--- config.mk ---
export PLATFORM = sky130hd
export DESIGN_NAME = matmul_run_sequencer
export DESIGN_NICKNAME = d
export VERILOG_FILES = /design/src/rtl/matmul_run_sequencer.sv
export SDC_FILE = /design/constraint.sdc
export NUM_CORES = 1
export LEC_CHECK = 0
export ABC_AREA = 1
export BUFFER_PORTS_ARGS = -buffer_cell sky130_fd_sc_hd__buf_2
export CAP_MARGIN = 20
export CORE_AREA = 4 4 301 244
export DETAILED_ROUTE_END_ITERATION = 8
export DIE_AREA = 0 0 305 248
export PLACE_DENSITY = 0.53
export SLEW_MARGIN = 0
export SYNTH_ARGS = -nofsm -noshare
export SYNTH_HDL_FRONTEND = slang
export SYNTH_SLANG_ARGS = --single-unit
--- constraint.sdc ---
create_clock -name clk -period 6.7 [get_ports clk]
set_input_delay 0.335 -clock clk [delete_from_list [all_inputs] [get_ports clk]]
set_output_delay 0.335 -clock clk [all_outputs]
set_load 0.02 [all_outputs]
--- src/rtl/matmul_run_sequencer.sv ---
// Run-level sequencer for the 8x8 matmul-with-RAM datapath: streams A/B words into the
// BRAMs, runs the systolic engine, then drains C through a credit-limited output FIFO.
module matmul_run_sequencer #(
    parameter int DWIDTH          = 16,
    parameter int BB              = 4,
    parameter int AWIDTH          = 7,
    parameter int A_WORDS         = 8,
    parameter int B_WORDS         = 8,
    parameter int C_WORDS         = 8,
    parameter int WR_ALIGN        = 2,
    parameter int RD_LAT          = 4,
    parameter int COMPUTE_TIMEOUT = 1023
) (
    input  logic                   clk,
    input  logic                   resetn,
    input  logic                   cfg_start,
    input  logic [BB*DWIDTH-1:0]   in_data,
    input  logic                   in_valid,
    output logic                   in_ready,
    output logic [BB*DWIDTH-1:0]   out_data,
    output logic                   out_valid,
    input  logic                   out_ready,
    output logic                   busy,
    output logic                   run_done,
    output logic                   err_timeout,
    output logic [AWIDTH-1:0]      mm_addr_pi,
    output logic [BB*DWIDTH-1:0]   mm_data_pi,
    output logic                   mm_we_a,
    output logic                   mm_we_b,
    output logic                   mm_we_c,
    output logic                   mm_enable_writing_to_mem,
    output logic                   mm_enable_reading_from_mem,
    output logic                   mm_start_mat_mul_0,
    input  logic                   mm_done_mat_mul,
    input  logic [BB*DWIDTH-1:0]   mm_data_from_out_mat
);
    // state   | meaning
    // IDLE    | waiting for cfg_start
    // LOAD_A  | accepting A words
    // LOAD_B  | accepting B words
    // FLUSH   | draining the write-alignment pipe
    // COMPUTE | engine running, C writes enabled
    // READ    | reading C back onto the output stream
    // DONE    | one-cycle run_done
    typedef enum logic [2:0] {IDLE, LOAD_A, LOAD_B, FLUSH, COMPUTE, READ, DONE} state_t;

    localparam int W          = BB*DWIDTH;
    localparam int FIFO_DEPTH = RD_LAT + 2;
    localparam int TW         = $clog2(COMPUTE_TIMEOUT + 1);
    localparam int PW         = $clog2(FIFO_DEPTH);
    localparam int CW         = $clog2(FIFO_DEPTH + 1);
    localparam int L          = WR_ALIGN - 1;
    localparam logic [AWIDTH-1:0] A_LAST = AWIDTH'(A_WORDS - 1);
    localparam logic [AWIDTH-1:0] B_LAST = AWIDTH'(B_WORDS - 1);
    localparam logic [AWIDTH-1:0] C_LAST = AWIDTH'(C_WORDS - 1);
    localparam logic [TW-1:0]     T_MAX  = TW'(COMPUTE_TIMEOUT);
    localparam logic [PW-1:0]     P_LAST = PW'(FIFO_DEPTH - 1);

    state_t state, state_nx;

    logic [AWIDTH-1:0] wcnt, rcnt, ocnt;
    logic [TW-1:0]     tcnt;

    logic              wr_en_q, wr_sel_a_q;
    logic [AWIDTH-1:0] wr_addr_q;
    logic [W-1:0]      wr_data_q;
    logic [WR_ALIGN-1:0] wp_valid, wp_sel_a;
    logic [W-1:0]      wp_data [WR_ALIGN];

    logic [RD_LAT-1:0] rd_pipe;
    logic [W-1:0]      fifo_mem [FIFO_DEPTH];
    logic [PW-1:0]     wr_ptr, rd_ptr;
    logic [CW-1:0]     fifo_count, in_flight;
    logic [CW:0]       occupancy;

    logic accept, wr_drain, rd_issue, push, pop, timeout;

    always_comb begin
        in_flight = '0;
        for (int i = 0; i < RD_LAT; i++) in_flight = in_flight + CW'(rd_pipe[i]);
        wr_drain = !wr_en_q;
        for (int i = 0; i < WR_ALIGN - 1; i++) if (wp_valid[i]) wr_drain = 1'b0;
    end

    assign occupancy = {1'b0, in_flight} + {1'b0, fifo_count};
    assign out_valid = (fifo_count != '0);
    assign pop       = out_valid & out_ready;
    assign push      = rd_pipe[RD_LAT-1];

    always_comb begin
        state_nx = state;
        in_ready = 1'b0;
        rd_issue = 1'b0;
        timeout  = 1'b0;
        case (state)
            IDLE:    if (cfg_start) state_nx = LOAD_A;
            LOAD_A: begin
                in_ready = (int'(wcnt) < A_WORDS);
                if (in_valid && in_ready && wcnt == A_LAST) state_nx = LOAD_B;
            end
            LOAD_B: begin
                in_ready = (int'(wcnt) < B_WORDS);
                if (in_valid && in_ready && wcnt == B_LAST) state_nx = FLUSH;
            end
            FLUSH:   if (wr_drain) state_nx = COMPUTE;
            COMPUTE: begin
                // done takes priority over a timeout landing in the same cycle
                if (mm_done_mat_mul) begin
                    state_nx = READ;
                end else if (tcnt == T_MAX) begin
                    timeout  = 1'b1;
                    state_nx = DONE;
                end
            end
            READ: begin
                rd_issue = (int'(rcnt) < C_WORDS) && (occupancy < (CW+1)'(FIFO_DEPTH));
                if (pop && ocnt == C_LAST) state_nx = DONE;
            end
            DONE:    state_nx = IDLE;
            default: state_nx = IDLE;
        endcase
        accept = in_valid & in_ready;
    end

    always_ff @(posedge clk) begin
        if (!resetn) begin
            state       <= IDLE;
            wcnt        <= '0;
            rcnt        <= '0;
            ocnt        <= '0;
            tcnt        <= '0;
            err_timeout <= 1'b0;
            wr_en_q     <= 1'b0;
            wr_sel_a_q  <= 1'b0;
            wr_addr_q   <= '0;
            wr_data_q   <= '0;
            wp_valid    <= '0;
            wp_sel_a    <= '0;
            for (int i = 0; i < WR_ALIGN; i++) wp_data[i] <= '0;
            rd_pipe     <= '0;
            wr_ptr      <= '0;
            rd_ptr      <= '0;
            fifo_count  <= '0;
        end else begin
            state <= state_nx;
            if (state == IDLE && cfg_start) begin
                wcnt        <= '0;
                rcnt        <= '0;
                ocnt        <= '0;
                tcnt        <= '0;
                err_timeout <= 1'b0;
            end
            if (accept) wcnt <= (state_nx == state) ? wcnt + 1'b1 : '0;
            if (state == FLUSH && wr_drain) tcnt <= TW'(1);
            else if (state == COMPUTE)      tcnt <= tcnt + 1'b1;
            if (timeout)  err_timeout <= 1'b1;
            if (rd_issue) rcnt <= rcnt + 1'b1;
            if (pop)      ocnt <= ocnt + 1'b1;

            wr_en_q <= accept;
            if (accept) begin
                wr_addr_q  <= wcnt;
                wr_data_q  <= in_data;
                wr_sel_a_q <= (state == LOAD_A);
            end
            wp_valid[0] <= wr_en_q;
            wp_sel_a[0] <= wr_sel_a_q;
            wp_data[0]  <= wr_data_q;
            for (int i = 1; i < WR_ALIGN; i++) begin
                wp_valid[i] <= wp_valid[i-1];
                wp_sel_a[i] <= wp_sel_a[i-1];
                wp_data[i]  <= wp_data[i-1];
            end

            rd_pipe[0] <= rd_issue;
            for (int i = 1; i < RD_LAT; i++) rd_pipe[i] <= rd_pipe[i-1];
            if (push) wr_ptr <= (wr_ptr == P_LAST) ? '0 : wr_ptr + 1'b1;
            if (pop)  rd_ptr <= (rd_ptr == P_LAST) ? '0 : rd_ptr + 1'b1;
            case ({push, pop})
                2'b10:   fifo_count <= fifo_count + 1'b1;
                2'b01:   fifo_count <= fifo_count - 1'b1;
                default: fifo_count <= fifo_count;
            endcase
        end
    end

    always_ff @(posedge clk) begin
        if (push) fifo_mem[wr_ptr] <= mm_data_from_out_mat;
    end

    assign out_data                   = out_valid ? fifo_mem[rd_ptr] : '0;
    assign busy                       = (state != IDLE);
    assign run_done                   = (state == DONE);
    assign mm_addr_pi                 = (state == READ) ? rcnt : (wr_en_q ? wr_addr_q : '0);
    assign mm_enable_writing_to_mem   = wr_en_q;
    assign mm_data_pi                 = wp_valid[L] ? wp_data[L] : '0;
    assign mm_we_a                    = wp_valid[L] & wp_sel_a[L];
    assign mm_we_b                    = wp_valid[L] & ~wp_sel_a[L];
    assign mm_start_mat_mul_0         = (state == COMPUTE);
    assign mm_we_c                    = (state == COMPUTE);
    assign mm_enable_reading_from_mem = (state == READ);
endmodule
=== After elaboration in Yosys (flattened, before gate mapping) ===
Memories as Yosys holds them, arrays and structs flattened. A register that Yosys moved wholly into a read port is not among the register bits.
Index checks and enable logic that the tools add are counted.
W data, S select, Z words.

* Bits in registers: 125
* RAM bits: 512
* Word-level logic and storage cells: 114
* Memories: 2

{| class="wikitable"
|+ Memories
! memory !! words !! bits a word !! read ports !! clocked after memory_dff !! write ports !! line !! source
|-
| fifo_mem || 6 || 64 || 1 || 1 || 1 || 71 || <nowiki>logic [W-1:0] fifo_mem [FIFO_DEPTH];</nowiki>
|-
| wp_data || 2 || 64 || 2 || 0 || 2 || 68 || <nowiki>logic [W-1:0] wp_data [WR_ALIGN];</nowiki>
|}

* $add $sub $neg: 12
* Magnitude comparators: 3
* Equality and inequality tests: 14
* Multiplexer cells: 39
* Bitwise logic cells: 8
* Reduce and logical (&&, ||, !) cells: 19

{| class="wikitable"
|+ Operators with widths
! operator !! number
|-
| $mux W64 || 4
|-
| $mux W7 || 7
|-
| $mux W3 || 11
|-
| $add A7 B1 Y7 const B || 3
|-
| $mux W10 || 2
|-
| $pmux W3 S6 || 1
|-
| $eq A3 B3 Y1 const B || 5
|-
| $eq A7 B3 Y1 const B || 2
|-
| $lt A7 B4 Y1 const B || 2
|-
| $mux W1 || 13
|-
| $reduce_bool A2 Y1 || 6
|-
| $add A10 B1 Y10 const B || 1
|-
| $eq A10 B10 Y1 const B || 1
|-
| $add A3 B1 Y3 const B || 3
|-
| $reduce_bool A3 Y1 || 3
|-
| $eq A3 B2 Y1 const B || 2
|-
| $logic_and A1 B1 Y1 || 6
|-
| $pmux W3 S2 || 1
|-
| $add A3 B3 Y4 || 1
|-
| $and A1 B1 Y1 || 4
|-
| $lt A4 B3 Y1 const B || 1
|-
| $reduce_or A2 Y1 || 2
|-
| $add A2 B1 Y3 || 1
|-
| $add A3 B1 Y3 || 1
|-
| 10 further kinds || 12
|}

=== Logic depth before layout (Yosys ltp) ===
Gate-level depths: netlist of the first run.

* Depth in word-level cells: 8
* Mapped depth: 12
* Mapped depth without buffers: 12

=== Worst setup path after synthesis of the first run ===
Ideal clock, no wire load.

* Kind: register to register
* Start: reg rd_pipe[3]
* End: mem fifo_mem[0][0] (netlist name), enable pin
* Data arrival time: 4.917 ns
* Required time: 6.135 ns
* Path slack: 1.218 ns
* Cell stages (with the launch flop): 5
* Path buffers: 0
* Period minus slack after synthesis: 5.482 ns
* Cells stage by stage: dfxtp_1 > inv_1 > nor2_1 > inv_1 > nor3_1

* Word-level cells in the longest chain between the ends: 2

{| class="wikitable"
|+ Ends and longest elaborated chain
! item !! line !! source
|-
| start: declaration || 70 || <nowiki>logic [RD_LAT-1:0] rd_pipe;</nowiki>
|-
| start signal: assignment || 140 || <nowiki>rd_pipe <= '0;</nowiki>
|-
| $mux W1 || 188 || <nowiki>if (push) fifo_mem[wr_ptr] <= mm_data_from_out_mat;</nowiki>
|-
| $mux W1 (not written as such) || 188 ||
|-
| end: declaration || 71 ||
|}

Every way passes these cells.

==> impl_results.md, run 1 <==
* Hold_ws at 0.0492 ns
* Max VDD drop at 0.192 mV
* Vias in the first global route at 16,491
* HPWL Detailed at 33.8 mm
* HP Start: in_data[36]
* Hold WC Path Type: in2reg
* CP Launch Type: register
* RSZ-0062 raised after global routing: no
* Largest net degree at the start of global routing at 99
* Htree depth at 3
* First-pass GRT wire length at 92.1 mm
* Final hold violations at 0
* R2R Setup Slk at 3.77 ns
* Fmax at 0.274 GHz
* # resized after CTS at 0
* Clock power share at 46.4%
* Max Root-Sink Buffers at 3
* First-pass iteration count of the detailed router at 5
* Sequential fraction of the synthesis area at 70.0%
* TritonCTS Buffers at 69
* Rows at 87
* Hold depth at 3
* Max-capacitance violation count at 0
* Peak-usage layer in the global routing report: met2
* Post-synth EDFFs at 384
* Grt met2 use at 25.2%
* Synth warn at 0
* Final Util at 42.2%
* Count of final setup violators at 0
* Synthesized cell area at 23,800 um2
* Grt ovf at 0
* Tmin final at 3.65 ns
* Crit path capture type: primary output
* Met1 Usage GRT at 20.5%
* Finished Cell Area at 29,700 um2
* Clock Latency Late Sink at 0.60 ns
* TNS Setup at 0 ns
* CTS Sinks at 640
* Switching Power at 1.70 mW
* Synthesized instance count at 2,245
* R2R depth at 11
* Post-Syn Area per Cell at 10.6 um2
* Gate power share at 2.8%
* Worst Tran Pin Value at 1.02 ns
* Synth area leader: edfxtp_1
* Full die area at 75,600 um2
* Crit path required time at 6.36 ns
* DR DRC count at 0
* Hold Path Sink: wr_data_q[36]
* Seq cells post-synth at 640
* Asr flop ratio synth at 0%
* Crit Reg-Reg Startpoint: rd_pipe[3]
* IO Port Bufs at 279
* Initial Util at 33.9%
* Routed len/inst at 16.6 um
* Status: finished clean
* NumNets Final at 2,768
* Dpl cell area at 26,100 um2
* Met3 Use GR at 2.80%
* Initial DRC Count at 1,076
* Die extent in y at 248 um
* Seq pwr share at 50.7%
* Setup Skew at 0.0194 ns
* Routed vias at 16,843
* Crit Path Class: reg2out
* Internal at 6.65 mW
* I/O Pins at 280
* Cell variety after synth at 38
* Top cells by area, synth: edfxtp_1 (48%), dfxtp_1 (22%), nor2_1 (6.7%)
* Post-route ant nets at 0
* Reg-to-Reg End: rcnt[5]
* Final Slew Violations at 0
* Worst-path clk slew at 0.06 ns
* Pre-CTS setup slack at 3.67 ns
* CTS tree: done
* Inst Count DP at 3,361
* Post-synth top flop: edfxtp_1
* Fin crit share at 54.5%
* Pleak at 12.9 nW
* Synthesis-to-layout area growth at 24.6%
* Syn Nets at 2,389
* Design Power at 8.35 mW
* Total GRT Usage at 15.4%
* GP Congestion at 0.782
* Final non-filler cell total at 3,614
* Switch share at 20.3%
* Initial antenna violation count at 2
* Slew headroom at 32.0%
* Final WS setup at 3.05 ns
* Vias/cell at 4.66
* Critical Path AT at 3.32 ns
* Pwr dens at 282 nW/um2
* Area of the core at 70,200 um2
* CP max FO at 98
* Root Buffer Master: clkbuf_16
* Area share of the largest cell type after synthesis at 48.4%
* Fraction of layout cells with a size suffix above 1 at 16.3%
* Die X at 305 um
* Post-Route WL at 59.9 mm
## power groups by stage
stage          Combinational (mW)  Sequential (mW)  Clock [mW]
3_3_place_gp                0.171             4.32           0
6_report                    0.238             4.24        3.88
4_1_cts                     0.240             4.24        4.00
2_1_floorplan              0.0864             4.32           0
5_1_grt                     0.266             4.24        4.16
3_5_place_dp                0.177             4.32           0
## critical path: stages, from the launching register on
cell	delay (ns)
dfxtp_4	0.47
inv_6	0.64
buf_4	0.56
nor2_1	0.08
o32ai_1	0.23
nand2_1	0.08
a21oi_1	0.35
buf_2	0.25
## final cells by class
cell class	count	area, um2
Fill cell	6696	40600
Sequential cell	640	16700
Inverter	261	987
Timing Repair Buffer	429	2840
Clock inverter	34	404
Antenna cell	2	5.00
Tap cell	934	1170
Multi-Input combinational cell	1223	5660
Clock buffer	91	1930
## cells in the mapped netlist, types with 2 or more instances
library cell    n
fa_1            3
a211oi_1        4
a221oi_1        5
nand2_1       345
nand4_1         5
a31oi_1         5
clkbuf_1       75
inv_1         254
a21oi_2        10
edfxtp_1      384
nor2_4          3
buf_4           2
o31ai_1         2
a21oi_1       146
o32ai_1        64
buf_1           6
dfxtp_1       256
buf_6           5
nor2_1        426
nand3_1        22
ha_1            7
buf_2          33
o21ai_0       153
nor3_1         11
inv_2           6
## cell families after synthesis
logic type                 share of synthesized area [%]
AOI/OAI and AO/OA                                   9.73
xor gates and xnor gates                          0.0736
adders and majority gates                          0.620
buffers and inverters                               6.39
DFF                                                 70.0
and+or+nand+nor                                     13.2
## layer usage
layer  share of wire, %  wire [um]
met5                  0          0
met4                3.0       1800
met3                4.4       2630
met2                 47      28400
met1                 45      27000
## worst max path at each step
stage / from / to / slack [ns] / depth (start not counted)
after floorplan: rd_pipe[3] / fifo_mem[0][0] / 1.22 / 4
after global placement: register / out_data[51] / 3.65 / 7
after detailed placement: register / out_data[51] / 3.67 / 7
after CTS: register / out_data[51] / 2.98 / 7
after global routing: register / out_data[51] / 2.79 / 7
final: register / out_data[51] / 3.05 / 7
## registers in the layout, indices dropped and copies added (netlist names), 3 cells and up, named ones only
name        cells
state           3
ocnt            7
wp_data       128
tcnt           10
fifo_mem      384
rd_ptr          3
rcnt            7
wcnt            7
fifo_count      3
wr_data_q      64
wr_addr_q       7
rd_pipe         4
wr_ptr          3
## placed cells by master (no fill, tap or decap), drive strengths merged, types with 2 or more instances in the layout
master / Yosys / layout
a211oi: 4 / 4
a21boi: 2 / 2
a21oi: 156 / 156
a221oi: 5 / 5
a31oi: 5 / 5
buf: 46 / 303
bufinv: 0 / 7
clkbuf: 75 / 91
clkinv: 1 / 22
dfxtp: 256 / 256
diode: 0 / 2
dlygate4sd3: 0 / 126
edfxtp: 384 / 384
fa: 3 / 3
ha: 7 / 7
inv: 260 / 266
nand2: 346 / 346
nand3: 23 / 23
nand4: 5 / 5
nor2: 429 / 429
nor3: 11 / 11
o21ai: 154 / 154
o31ai: 2 / 2
o32ai: 64 / 64
## what timing repair did
item	4_1_cts	5_1_grt
setup endpoints to repair	0	0
endpoints found under the hold margin	446	0
hold buffers	126	0
setup buffers	0	0
Power figures use the tool's default switching activity.
==> run 2, diff against run 1 <==
==> constraint.sdc (replaced) <==
create_clock -name clk -period 3.45 [get_ports clk]
set_input_delay 0.1725 -clock clk [delete_from_list [all_inputs] [get_ports clk]]
set_output_delay 0.1725 -clock clk [all_outputs]
set_load 0.02 [all_outputs]
==> run 2 against run 1 <==
Effect of this change:
- worst hold slack gained 0.064 ns
- global-route usage shrank 0.13 points
- clock skew grew 0.0056 ns
- via count grew 0.34%
- register-to-register slack lost 3.1 ns
- critical path type unchanged
- largest power group unchanged
- highest routed layer unchanged
==> impl_results.md, run 2 (synthesis gave the netlist of run 1 again) <==
* Status: finished clean
* Max Used Layer: met4
* Max-capacitance violation count at 0
* Crit Path Class: reg2out
* Initial DRC Count at 1,063
* Pwr dens at 526 nW/um2
* Total GRT Usage at 15.2%
* Crit path required time at 3.28 ns
* Top reg by flops: fifo_mem
* Htree depth at 3
* Clock power share at 44.3%
* Crit path capture type: primary output
* Worst-path clk slew at 0.06 ns
* Root Buffer Master: clkbuf_16
* Pleak at 12.9 nW
* Gate power share at 3.0%
* Internal at 12.3 mW
* Fmax at 0.327 GHz
* Switch share at 20.9%
* Routed wl met2 at 28.7 mm
* CP max FO at 192
* Fillers at 6,625
* Final non-filler cell total at 3,623
* Tmin final at 3.06 ns
* Final hold violations at 0
* Full die area at 75,600 um2
* NumNets Final at 2,779
* CP Cell Sequence: buf_12, nor2_1, o32ai_1, nand2_1, a21oi_1, buf_2
* CTS Sinks at 640
* Slew headroom at 28.0%
* Clock Latency Late Sink at 0.61 ns
* I/O Pins at 280
* First-pass GRT wire length at 91.7 mm
* CP max-delay cell: buf_12
* Max Root-Sink Buffers at 3
* Die extent in y at 248 um
* Switching Power at 3.26 mW
* CTS tree: done
* Register area at 16,700 um2
* Initial Util at 33.9%
* Crit Reg-Reg Startpoint: rd_pipe[3]
* Die X at 305 um
* Finished Cell Area at 29,700 um2
* Routed wl met3 at 2.78 mm
* Post-route ant nets at 0
* Critical Path AT at 2.89 ns
* Count of final setup violators at 0
* Initial antenna violation count at 6
* Area of the core at 70,200 um2
* Dpl cell area at 26,200 um2
* Max reg flops at 384
* Post-CTS Setup Inserts at 0
* Kind of cell adding the most delay to the critical path: buffers and inverters
* Most frequent cells in the layout: nor2_1 (424), edfxtp_1 (384), nand2_1 (345)
* GP Congestion at 0.816
* First-pass iteration count of the detailed router at 5
* Worst Tran Pin Value at 1.08 ns
* CP bufs+invs at 2
* CP Launch Type: register
* Setup Skew at 0.0249 ns
* Seq pwr share at 52.7%
* IO Port Bufs at 279
* Routed vias at 16,900
* DR DRC count at 0
* Rows at 87
* Max VDD drop at 0.405 mV
* Area of the multi-input gates at 5680 um2
* Fin crit share at 88.7%
* Routed len/inst at 16.4 um
* Number of cells on the critical path at 6
* Commonest non-fill, non-tap cell in the layout: nor2_1
* Largest net degree at the start of global routing at 193
* Post-Route WL at 59.4 mm
* RSZ-0062 raised after global routing: no
* Hold WC Path Type: in2reg
* TritonCTS Buffers at 67
* Synthesis-to-layout area growth at 24.6%
* Critical Path Max Stage Delay at 0.46 ns
* Inst Count DP at 3,370
* R2R depth at 11
* Final Slew Violations at 0
* Vias/cell at 4.66
* Design Power at 15.6 mW
* Vias in the first global route at 16,543
* Largest registers: fifo_mem (384), wp_data (128), wr_data_q (64)
* Grt ovf at 0
* HPWL Detailed at 34.8 mm
* HP Start: resetn
* DRT met1 WL at 26.3 mm
* Fraction of layout cells with a size suffix above 1 at 16.5%
* Hold depth at 4
[run 2: metal layers]
layer,track usage [%],vias to the layer above
li1,-,8236
met1,19.7,8154
met2,25.7,389
met3,2.88,121
met4,5.44,0
met5,0,-
[run 2: what timing repair did]
item / CTS / global route
endpoints found under the hold margin: 452 / 0
gates resized for setup: 0 / 0
setup endpoints to repair: 0 / 0
hold buffers: 130 / 0
[run 2: layout make-up]
class	count	share of cell area (%)
Antenna cell	5	0.0422
Clock buffer	90	6.32
Clock inverter	28	0.831
Sequential cell	640	56.2
Tap cell	934	3.94
Timing Repair Buffer	442	10.2
Multi-Input combinational cell	1223	19.1
Inverter	261	3.33
[run 2: worst min-delay path, cell delays in order]
cell and delay (ns):
buf_4 0.09, clkinv_1 0.05, buf_4 0.23, nor2_1 0.12
[run 2: path summary, 6_finish.rpt]
kind / end / slack [ns]
setup / recovery: out_data[44] / 0.39
hold / removal: wcnt[6] / 0.11
setup reg to reg: rcnt[6] / 0.69
hold reg to reg: wp_data[0][98] / 0.41
[run 2: power groups by stage]
stage / sequential (mW) / combinational, mW / clock [mW]
5_1_grt: 8.23 / 0.515 / 7.46
3_5_place_dp: 8.39 / 0.339 / 0
3_3_place_gp: 8.39 / 0.325 / 0
6_report: 8.23 / 0.462 / 6.92
2_1_floorplan: 8.39 / 0.168 / 0
4_1_cts: 8.23 / 0.465 / 7.14
[run 2: through the flow]
step	setup WS [ns]	utilization [%]	TNS [ns]	hold slack [ns]
floorplan	-0.0773	-	-9.89	0.271
global placement	0.749	37.3	0	0.392
detailed placement	0.717	37.3	0	0.397
CTS	0.434	42.2	0	0.0640
global route	0.248	42.2	0	0.115
finish	0.391	42.2	0	0.113
==> run 3, diff against run 2 <==
--- a/config.mk
+++ b/config.mk
@@ -5,13 +5,12 @@
 export SDC_FILE = /design/constraint.sdc
 export NUM_CORES = 1
 export LEC_CHECK = 0
-export ABC_AREA = 1
 export BUFFER_PORTS_ARGS = -buffer_cell sky130_fd_sc_hd__buf_2
 export CAP_MARGIN = 20
-export CORE_AREA = 4 4 301 244
+export CORE_AREA = 4 4 275 223
 export DETAILED_ROUTE_END_ITERATION = 8
-export DIE_AREA = 0 0 305 248
-export PLACE_DENSITY = 0.53
+export DIE_AREA = 0 0 279 227
+export PLACE_DENSITY = 0.6
 export SLEW_MARGIN = 0
 export SYNTH_ARGS = -nofsm -noshare
 export SYNTH_HDL_FRONTEND = slang
==> run 3 against run 2 <==
Effect of this change:
- setup slack improved by 0.10 ns
- non-clock buffer count did not move
- flip-flop and latch count did not move
- global-route usage rose by 0.57 points
- core utilization rose by 7.8 points
- combinational power fell by 7.1%
- maximum frequency rose by 3.5%
- sequential power barely moved
- die area fell by 16%
- critical path depth fell by 1
- register-to-register slack got worse by 0.09 ns
==> impl_results.md, run 3 <==
* Vias in the first global route at 14,014
* Area share of the largest cell type after synthesis at 49.7%
* Largest registers: fifo_mem (384), wp_data (128), wr_data_q (64)
* Pwr dens at 533 nW/um2
* Synth area leader: edfxtp_1
* Fillers at 4,937
* Tmin final at 2.96 ns
* Design Power at 15.5 mW
* Final hold violations at 0
* Post-synth top flop: edfxtp_1
* Crit Path Class: reg2out
* TNS Setup at 0 ns
* Fin crit share at 85.7%
* Slew headroom at 34.3%
* Initial Util at 40.0%
* Syn Nets at 1,660
* Count of final setup violators at 0
* Post-route ant nets at 0
* Initial DRC Count at 786
* Crit Reg-Reg Startpoint: rd_pipe[3]
* CTS Sinks at 640
* Post-Syn Area per Cell at 15.3 um2
* Max-capacitance violation count at 0
* Commonest non-fill, non-tap cell in the layout: edfxtp_1
* Sequential fraction of the synthesis area at 71.7%
* Synthesized instance count at 1,516
* Grt ovf at 0
* Routed len/inst at 18.4 um
* Rows at 79
* Total GRT Usage at 15.8%
* Critical Path AT at 2.78 ns
* Clock Latency Late Sink at 0.63 ns
* Max VDD drop at 0.359 mV
* Initial antenna violation count at 1
* Crit path capture type: primary output
* CTS tree: done
* Area of the core at 58,100 um2
* Most common cell in the netlist: edfxtp_1
* Hold WC Path Type: in2reg
* Largest net degree at the start of global routing at 119
* Fraction of layout cells with a size suffix above 1 at 24.5%
* Synthesized cell area at 23,200 um2
* Setup Skew at 0.0328 ns
* GP Congestion at 0.772
* Synth cell count leaders: edfxtp_1 (384), dfxtp_1 (256), and2_1 (203)
* Most frequent cells in the layout: edfxtp_1 (384), buf_2 (279), dfxtp_1 (253)
* Pleak at 10.7 nW
* I/O Pins at 280
* Crit path required time at 3.28 ns
* Max reg flops at 384
* RSZ-0062 raised after global routing: no
* Max Root-Sink Buffers at 3
* Die X at 279 um
* DR DRC count at 0
* Synth warn at 0
* Post-Route WL at 50.6 mm
* Inst Count DP at 2,500
* TritonCTS Buffers at 61
* Hold_ws at 0.296 ns
* Seq cells post-synth at 640
* Top cells by area, synth: edfxtp_1 (50%), dfxtp_1 (22%), mux4_2 (6.2%)
* HPWL Detailed at 29.3 mm
* NumNets Final at 2,071
* Full die area at 63,300 um2
* Routed vias at 13,680
* HP Start: in_data[59]
* Post-synth EDFFs at 384
* Final non-filler cell total at 2,746
* Vias/cell at 4.98
* Worst-path clk slew at 0.07 ns
* Status: finished clean
* Root Buffer Master: clkbuf_16
* Synthesis-to-layout area growth at 25.1%
* Asr flop ratio synth at 0%
* Fmax at 0.338 GHz
* Final Slew Violations at 0
* Cell variety after synth at 56
* Htree depth at 2
* Top reg by flops: fifo_mem
* IO Port Bufs at 279
* Die extent in y at 227 um
* First-pass iteration count of the detailed router at 5
* CP Launch Type: register
* Worst Tran Pin Value at 0.985 ns
* CP max FO at 24
* Post-CTS Setup Inserts at 0
* First-pass GRT wire length at 79.1 mm
run 3: changes by cell type in the layout (fill, tap and decap cells not counted), moves of 15 or more:
cell | before | now
nor2_1 | 424 | 93
nand2_1 | 345 | 48
inv_1 | 251 | 12
and2_1 | 0 | 203
o21ai_0 | 153 | 16
a21oi_1 | 146 | 32
a211oi_1 | 4 | 70
mux2i_1 | 0 | 64
mux4_2 | 0 | 64
o22a_1 | 0 | 64
o32ai_1 | 64 | 0
and3_1 | 0 | 15
run 3: metrics by stage:
| step | area, um2 | util, % | setup WS [ns] |
|---|---|---|---|
| 2_1_floorplan | 23300 | - | -1.14 |
| 3_3_place_gp | 25600 | 44.1 | 0.612 |
| 3_5_place_dp | 25600 | 44.1 | 0.596 |
| 4_1_cts | 29100 | 50.0 | 0.481 |
| 5_1_grt | 29100 | 50.0 | 0.298 |
| 6_report | 29100 | 50.0 | 0.495 |
run 3: cell families (layout without fill, tap and decap cells):
family	Yosys count	after routing	share of synthesized area (%)
AOI/OAI and AO/OA	207	207	6.56
xor gates and xnor gates	5	5	0.189
adders and majority gates	10	10	0.636
buffers and inverters	107	567	2.07
DFF	640	640	71.7
muxes	129	129	9.01
other	0	1	0
and+or+nand+nor	418	418	9.80
run 3: what timing repair did:
action	CTS	global route
hold buffers	133	0
gates resized for setup	0	0
endpoints found under the setup margin	0	0
hold endpoints to repair	468	0
run 3: report_power, final:
part	leakage [nW]	switching, mW	internal [mW]
clock network	1.04	2.82	4.02
logic	4.09	0.205	0.224
registers	5.53	0.0232	8.19
total	10.7	3.05	12.4
run 3: layer usage:
| layer | wire length, um | vias up | GRT usage [%] |
|---|---|---|---|
| li1 | - | 6496 | - |
| met1 | 21900 | 6800 | 20.7 |
| met2 | 24800 | 281 | 26.5 |
| met3 | 2450 | 101 | 3.10 |
| met4 | 1550 | 2 | 5.59 |
| met5 | 7 | - | 0 |
run 3: area by class of cell:
type | instances | area, um2 | share of cell area [%]
clock buffer | 78 | 1750 | 6.01
antenna | 1 | 2.50 | 0.00861
multi-input combinational | 769 | 6170 | 21.2
tap | 769 | 962 | 3.31
timing repair buffer | 442 | 3090 | 10.6
inverter | 13 | 48.8 | 0.168
sequential | 640 | 16700 | 57.4
clock inverter | 34 | 368 | 1.27
run 3: final timing paths:
kind,slack (ns),cells after the start,endpoint
setup / recovery,0.49,5,out_data[56]
hold / removal,0.30,3,wr_data_q[59]
setup reg to reg,0.60,8,rcnt[0]
hold reg to reg,0.42,1,wp_data[0][87]
run 3: critical path: stages, from the launching register on:
cell,delay [ns]
dfxtp_4,0.67
buf_12,0.29
mux4_2,0.25
nor2_1,0.04
a211oi_1,0.59
buf_2,0.29
